`src/rtl/net_pkg.sv`:
```
// Shared definitions for the network sequencer and network manager: state encoding
// and the register address map of the neural-network register file.
package net_pkg;

  typedef enum logic [2:0] {
    IDLE,
    LOAD_W,
    COMMIT_W,
    LOAD_I,
    COMMIT_I,
    WAIT_RDY,
    READ_O,
    HOLD_O
  } state_t;

  function automatic int weight_count(input int li, input int mid, input int lo);
    return li * mid + mid * lo;
  endfunction

  function automatic int commit_w_addr(input int li, input int mid, input int lo);
    return weight_count(li, mid, lo);
  endfunction

  function automatic int input_base(input int li, input int mid, input int lo);
    return weight_count(li, mid, lo) + 1;
  endfunction

  function automatic int commit_i_addr(input int li, input int mid, input int lo);
    return weight_count(li, mid, lo) + li + 1;
  endfunction

  function automatic int output_base(input int li, input int mid, input int lo);
    return weight_count(li, mid, lo) + li + 2;
  endfunction

endpackage

```
`src/rtl/net_sequencer.sv`:
```
// Streams weights and inputs into the network register file, waits for the result
// and streams the output neurons back out with a valid/ready handshake.
module net_sequencer
  import net_pkg::*;
#(
  parameter int WIDTH      = 4,
  parameter int LENGHT_I   = 2,
  parameter int LENGHT_MID = 2,
  parameter int LENGHT_O   = 2,
  parameter int TIMEOUT    = 64,
  parameter int WIDTH_ADDR = $clog2(LENGHT_I*LENGHT_MID + LENGHT_MID*LENGHT_O + LENGHT_I + LENGHT_O + 3)
) (
  input  logic                  clk,
  input  logic                  reset,
  input  logic                  load_w,
  input  logic                  run,
  input  logic                  s_valid,
  output logic                  s_ready,
  input  logic [WIDTH-1:0]      s_data,
  output logic                  m_valid,
  input  logic                  m_ready,
  output logic [WIDTH-1:0]      m_data,
  output logic                  m_last,
  output logic                  busy,
  output logic                  err,
  output logic [WIDTH_ADDR-1:0] address,
  output logic                  write,
  output logic                  read,
  output logic [WIDTH-1:0]      in_d,
  input  logic [WIDTH-1:0]      out_d,
  input  logic                  net_ready
);

  localparam int CNT_W = $clog2(TIMEOUT + 1);

  localparam logic [WIDTH_ADDR-1:0] A_COMMIT_W = WIDTH_ADDR'(commit_w_addr(LENGHT_I, LENGHT_MID, LENGHT_O));
  localparam logic [WIDTH_ADDR-1:0] A_IN_BASE  = WIDTH_ADDR'(input_base(LENGHT_I, LENGHT_MID, LENGHT_O));
  localparam logic [WIDTH_ADDR-1:0] A_COMMIT_I = WIDTH_ADDR'(commit_i_addr(LENGHT_I, LENGHT_MID, LENGHT_O));
  localparam logic [WIDTH_ADDR-1:0] A_OUT_BASE = WIDTH_ADDR'(output_base(LENGHT_I, LENGHT_MID, LENGHT_O));

  localparam logic [WIDTH_ADDR-1:0] LAST_W    = WIDTH_ADDR'(weight_count(LENGHT_I, LENGHT_MID, LENGHT_O) - 1);
  localparam logic [WIDTH_ADDR-1:0] LAST_I    = WIDTH_ADDR'(LENGHT_I - 1);
  localparam logic [WIDTH_ADDR-1:0] LAST_O    = WIDTH_ADDR'(LENGHT_O - 1);
  localparam logic [CNT_W-1:0]      LAST_WAIT = CNT_W'(TIMEOUT - 1);

  state_t                state_reg, state_next;
  logic [WIDTH_ADDR-1:0] idx_reg, idx_next;
  logic [CNT_W-1:0]      wait_reg, wait_next;
  logic                  w_loaded_reg, w_loaded_next;
  logic                  captured_reg, captured_next;
  logic [WIDTH-1:0]      m_data_reg, m_data_next;
  logic                  err_reg, err_next;

  always_ff @(posedge clk) begin
    if (reset) begin
      state_reg    <= IDLE;
      idx_reg      <= '0;
      wait_reg     <= '0;
      w_loaded_reg <= 1'b0;
      captured_reg <= 1'b0;
      m_data_reg   <= '0;
      err_reg      <= 1'b0;
    end else begin
      state_reg    <= state_next;
      idx_reg      <= idx_next;
      wait_reg     <= wait_next;
      w_loaded_reg <= w_loaded_next;
      captured_reg <= captured_next;
      m_data_reg   <= m_data_next;
      err_reg      <= err_next;
    end
  end

  always_comb begin
    state_next    = state_reg;
    idx_next      = idx_reg;
    wait_next     = wait_reg;
    w_loaded_next = w_loaded_reg;
    captured_next = captured_reg;
    m_data_next   = m_data_reg;
    err_next      = 1'b0;
    s_ready       = 1'b0;
    write         = 1'b0;
    read          = 1'b0;
    in_d          = '0;
    address       = '0;
    m_valid       = 1'b0;
    m_last        = 1'b0;

    case (state_reg)
      IDLE: begin
        // load_w has priority; a simultaneous run is simply dropped
        if (load_w) begin
          state_next = LOAD_W;
          idx_next   = '0;
        end else if (run) begin
          if (w_loaded_reg) begin
            state_next = LOAD_I;
            idx_next   = '0;
          end else begin
            err_next = 1'b1;
          end
        end
      end
      LOAD_W: begin
        s_ready = 1'b1;
        if (s_valid) begin
          write   = 1'b1;
          in_d    = s_data;
          address = idx_reg;
          if (idx_reg == LAST_W) begin
            state_next = COMMIT_W;
            idx_next   = '0;
          end else begin
            idx_next = idx_reg + 1'b1;
          end
        end
      end
      COMMIT_W: begin
        write         = 1'b1;
        in_d          = '1;
        address       = A_COMMIT_W;
        w_loaded_next = 1'b1;
        state_next    = IDLE;
      end
      LOAD_I: begin
        s_ready = 1'b1;
        if (s_valid) begin
          write   = 1'b1;
          in_d    = s_data;
          address = A_IN_BASE + idx_reg;
          if (idx_reg == LAST_I) begin
            state_next = COMMIT_I;
            idx_next   = '0;
          end else begin
            idx_next = idx_reg + 1'b1;
          end
        end
      end
      COMMIT_I: begin
        write      = 1'b1;
        in_d       = '1;
        address    = A_COMMIT_I;
        wait_next  = '0;
        state_next = WAIT_RDY;
      end
      WAIT_RDY: begin
        if (net_ready) begin
          state_next = READ_O;
          idx_next   = '0;
        end else if (wait_reg == LAST_WAIT) begin
          state_next = IDLE;
          err_next   = 1'b1;
        end else begin
          wait_next = wait_reg + 1'b1;
        end
      end
      READ_O: begin
        read          = 1'b1;
        address       = A_OUT_BASE + idx_reg;
        captured_next = 1'b0;
        state_next    = HOLD_O;
      end
      HOLD_O: begin
        // out_d is only valid in the first cycle after the read strobe
        if (!captured_reg) begin
          m_data_next   = out_d;
          captured_next = 1'b1;
        end else begin
          m_valid = 1'b1;
          m_last  = (idx_reg == LAST_O);
          if (m_ready) begin
            if (idx_reg == LAST_O) begin
              state_next = IDLE;
              idx_next   = '0;
            end else begin
              state_next = READ_O;
              idx_next   = idx_reg + 1'b1;
            end
          end
        end
      end
      default: state_next = IDLE;
    endcase
  end

  assign busy   = (state_reg != IDLE);
  assign err    = err_reg;
  assign m_data = m_data_reg;

endmodule
```
`config.mk`:
```
export PLATFORM = sky130hd
export DESIGN_NAME = net_sequencer
export DESIGN_NICKNAME = d
export VERILOG_FILES = /design/src/rtl/net_pkg.sv /design/src/rtl/net_sequencer.sv
export SDC_FILE = /design/constraint.sdc
export NUM_CORES = 1
export LEC_CHECK = 0
export ABC_AREA = 1
export ABC_CLOCK_PERIOD_IN_PS = 1600
export CAP_MARGIN = 20
export CORE_MARGIN = 1.5
export CORE_UTILIZATION = 52
export CTS_BUF_LIST = sky130_fd_sc_hd__clkbuf_4
export CTS_CLUSTER_DIAMETER = 40
export DETAILED_ROUTE_END_ITERATION = 7
export PLACE_DENSITY_LB_ADDON = 0.3
export SYNTH_ARGS = -nofsm -noshare
export SYNTH_HDL_FRONTEND = slang
export SYNTH_SLANG_ARGS = --single-unit
```
`constraint.sdc`:
```
create_clock -name clk -period 1.6 [get_ports clk]
set_input_delay 0.32 -clock clk [delete_from_list [all_inputs] [get_ports clk]]
set_output_delay 0.32 -clock clk [all_outputs]
set_load 0.1 [all_outputs]
```
==> flow_summary_export.csv, run 1 <==
group,metric,value,unit
place,dp_hpwl,4.74,mm
cts,clkSinkCount,21,
cts,numCtsBuffers,3,
yosys,synth_nets,244,
floorplanning,start_util,54.7,%
outcome,stop_error,"[ERROR DPL-0033] detailed placement checks failed during check placement.",
yosys,synth_area,0.00151,mm2
outcome,failing_step,"4_1_cts",
place,gp_congestion,0.912,
cts,cts_setup_buffers,6,
cts,postCtsHoldBufs,0,
yosys,synthCells,224,
outcome,status,"stopped before the end",
place,io_buffer_count,33,
floorplanning,io_pins,34,
cts,cts_max_level,1,
yosys,synth_cell_types,31,
cts,clock_path_buffers,2,
floorplanning,row_count,19,
yosys,yosysWarningCount,0,
cts,clockRootBuffer,"clkbuf_4",
place,pre_cts_ws,-0.361,ns
yosys,synth-seq-cells,21,
yosys,ys_seq_area_share,27.9,%
cts,cts_resized,42,
floorplanning,die_w,56.8,um
yosys,synth.avg_cell_area,6.73,um2
floorplanning,die_h,56.8,um
==> cell usage after synthesis (all sizes together) <==
master | number | share of area, %
nor2 | 55 | 19
xor2 | 3 | 1.7
ha | 5 | 4.1
o21ai | 9 | 3.2
inv | 33 | 8.7
nor3 | 2 | 0.66
o22ai | 1 | 0.42
a21oi | 13 | 5.1
clkbuf | 2 | 0.75
nor2b | 1 | 0.42
dfxtp | 21 | 28
nand3 | 21 | 7.3
nand2 | 46 | 14
o31ai | 4 | 2.0
buf | 3 | 2.2
a31o | 1 | 0.58
o311ai | 1 | 0.58
nand4 | 3 | 1.2
==> cells by family after synthesis <==
logic type,synth area share (%)
compound gates,11.9
xor+xnor,1.74
fa+ha+maj,4.15
buf+inv,11.7
flops,27.9
simple gates,42.7
==> per-stage QoR <==
step / hold slack [ns] / std cells / utilization, % / cell area, um2
after floorplan: 0.420 / 224 / - / 1650
after global placement: 0.429 / 324 / 90.6 / 2500
after detailed placement: 0.444 / 324 / 90.6 / 2500
==> inputs of run 2 (changes only) <==
--- a/config.mk
+++ b/config.mk
@@ -9,11 +9,9 @@
 export ABC_CLOCK_PERIOD_IN_PS = 1600
 export CAP_MARGIN = 20
 export CORE_MARGIN = 1.5
-export CORE_UTILIZATION = 52
-export CTS_BUF_LIST = sky130_fd_sc_hd__clkbuf_4
-export CTS_CLUSTER_DIAMETER = 40
+export CORE_UTILIZATION = 40
 export DETAILED_ROUTE_END_ITERATION = 7
-export PLACE_DENSITY_LB_ADDON = 0.3
+export PLACE_DENSITY_LB_ADDON = 0.15
 export SYNTH_ARGS = -nofsm -noshare
 export SYNTH_HDL_FRONTEND = slang
 export SYNTH_SLANG_ARGS = --single-unit
==> run 2 against run 1 <==
Effect of this change:
- the flow now finishes, with violations (setup timing)
- synthesized area stayed put
- synthesized cell count stayed put
==> flow_summary_export.csv, run 2 <==
group,metric,value,unit
yosys,yosysWarningCount,0,
outcome,status,"complete, but fails checks",
routing,postRouteWirelength,4.59,mm
yosys,synth_area,0.00151,mm2
floorplanning,start_util,41.5,%
place,dp_hpwl,3.28,mm
routing,drcViolationCount,0,
hold_path,min_path_type,"flop to flop",
critical_path,critical_path.top_delay_family,"buffers and inverters",
cells_and_area,final_util,77.3,%
grt,grt_pass1_wl,7.37,mm
cells_and_area,nets,326,
cts,cts_tree,"done",
yosys,ys_seq_area_share,27.9,%
floorplanning,die_h,64.4,um
routing,drt.antenna.violating_nets,0,
cts,numCtsBuffers,3,
cells_and_area,area.growth.synth_to_final,86.4,%
critical_path,cp_slowest_cell,"dfxtp_2",
yosys,netlist_top_cells_count,"nor2_1, nand2_1, inv_1, dfxtp_1, nand3_1",
yosys,synthXorXnorAreaFrac,1.74,%
routing,wl_met3,249,um
critical_path,crit_type,"flop to output port",
yosys,synth_compound_area_share,11.9,%
yosys,yosys.area_share.adder,4.15,%
grt,gr-usage-all-layers,22.7,%
cts,cts_max_level,1,
cells_and_area,antenna_cells,0,
power_and_ir_drop,power_density,1970,mW/mm2
cells_and_area,largest_reg_flops,7,
routing,vias_per_cell,4.82,
critical_path,crit_chain,"buf_6 > nor2_4 > clkinvlp_4 > nand2_8 > a21oi_4 > buf_12 > nor2_4 > buf_12",
timing,fin_ws,-0.333,ns
timing,final.setup_skew,0.00553,ns
cts,clkSinkCount,21,
timing,maxSlewHeadroom,81.4,%
grt,antenna_found_initial,0,
yosys,synthCells,224,
power_and_ir_drop,power,0.00554,W
cts,clk_latency,0.27,ns
place,pre_cts_ws,-0.367,ns
yosys,synth_top_area_share,27.9,%
critical_path,cp_max_fo,4,
timing,finalHoldViolCount,0,
outcome,violations,"setup timing",
cts,clkTransAtPathRegs,0.09,ns
yosys,yosys.area_share.simple,42.7,%
timing,final-setup-viol-count,16,
cells_and_area,drive_gt1_share,50.8,%
yosys,yosys.area.top_type,"dfxtp_1",
cts,clockRootBuffer,"clkbuf_8",
grt,first_global_vias,1715,
floorplanning,core-area,0.00363,mm2
critical_path,arrival,1.61,ns
routing,drt-initial-drc-count,75,
floorplanning,die_w,64.4,um
critical_path,end_kind,"output port",
routing,m1WireLength,1.95,mm
yosys,synth_mux_area_share,0,%
power_and_ir_drop,ir_drop,989,uV
floorplanning,io_pins,34,
timing,tightest_slew,0.278,ns
cells_and_area,final_common_cell,"buf_4",
yosys,synth_cell_types,31,
timing,rsz0062_at_grt,"yes",
power_and_ir_drop,p_leak,1.28,nW
routing,wl_met2,2.33,mm
yosys,synth_top_family_by_area,"simple AND/OR/NAND/NOR gates",
yosys,synth-seq-cells,21,
critical_path,cp.required,1.28,ns
routing,detail_route.wl_per_cell,13.0,um
run,maxCapViolations,0,
critical_path,r2r_setup_slack,-0.01,ns
grt,grt_max_degree,14,
timing,max_freq,517,MHz
floorplanning,die_area,0.00415,mm2
critical_path,crit_path_max_incr_delay,0.34,ns
yosys,synth_area_leaders,"dfxtp_1, nor2_1, nand2_1, nand3_1, inv_1",
yosys,synth_nets,244,
critical_path,crit_path_start_kind,"flop",
yosys,yosysMostFrequentCell,"nor2_1",
cts,postCtsHoldBufs,0,
cells_and_area,fillers,267,
grt,grt-ovfl-total,0,
timing,drv_slew,0,
timing,post-route-min-period,1.93,ns
timing,period_share,121,%
cells_and_area,mostFrequentLayoutCells,"buf_4, nor2_1, nand2_1",
place,gp_congestion,0.882,
yosys,ys.flop_type,"dfxtp_1",
routing,dr.pass1.iters,4,
critical_path,path_buf_inv,4,
floorplanning,row_count,22,
place,io_buffer_count,33,
yosys,synth.avg_cell_area,6.73,um2
yosys,synthArstFlopShare,0,%
routing,via_count,1701,
routing,maxUsedRoutingLayer,"met4",
cts,clock_path_buffers,2,
yosys,synth_edf_count,0,
run 2: area by class of cell:
| cell class | count | area [um2] | share of cell area, % |
|---|---|---|---|
| multi-input combinational | 165 | 1160 | 41.4 |
| clock buffer | 3 | 41.3 | 1.47 |
| inverter | 33 | 146 | 5.21 |
| timing repair buffer | 82 | 957 | 34.1 |
| clock inverter | 1 | 7.51 | 0.267 |
| tap | 48 | 60.1 | 2.14 |
| sequential | 21 | 434 | 15.4 |
run 2: power by group:
part           switching, W  leakage, nW  total (W)  internal (W)
sequential        0.0000849        0.174   0.000708      0.000623
clock              0.000191       0.0217   0.000367      0.000176
combinational       0.00269         1.08    0.00446       0.00177
run 2: final timing paths:
check                             from                         to  depth (start not counted)
max          state_reg[2]$_SDFFE_PP0P_                    in_d[0]                          8
min           wait_reg[6]$_SDFFE_PP0P_   wait_reg[6]$_SDFFE_PP0P_                          2
max reg2reg    idx_reg[2]$_SDFFE_PP0P_  state_reg[2]$_SDFFE_PP0P_                         11
min reg2reg   wait_reg[6]$_SDFFE_PP0P_   wait_reg[6]$_SDFFE_PP0P_                          2
run 2: worst min-delay path: stages (launching register included):
cell and delay (ns):
dfxtp_1 0.32, nand2_1 0.06, a21oi_1 0.03
run 2: kinds of logic after synthesis:
group,Yosys count
and+or+nand+nor,128
AOI/OAI and AO/OA,29
buffers and inverters,38
xor gates and xnor gates,3
DFF,21
adders and majority gates,5
run 2: timing repair:
action,CTS,global route
pin swaps,11,11
buffers inserted,4,6
gates resized for setup,30,27
setup endpoints to repair,15,24
run 2: per-stage QoR:
step	std cells	cell area (um2)	hold WS, ns	TNS [ns]
after floorplan	224	1650	0.420	-4.18
after global placement	343	2530	0.430	-2.88
after detailed placement	343	2530	0.437	-3.89
after CTS	349	2690	0.448	-3.38
after global routing	353	2810	0.498	-4.60
final	353	2810	0.447	-3.48
run 2: per-layer routing:
layer	track usage, %	up-vias
met3	3.52	8
li1	-	874
met2	40.8	53
met5	0	-
met1	28.4	766
met4	5.05	0
(Power assumes the default switching activity.)
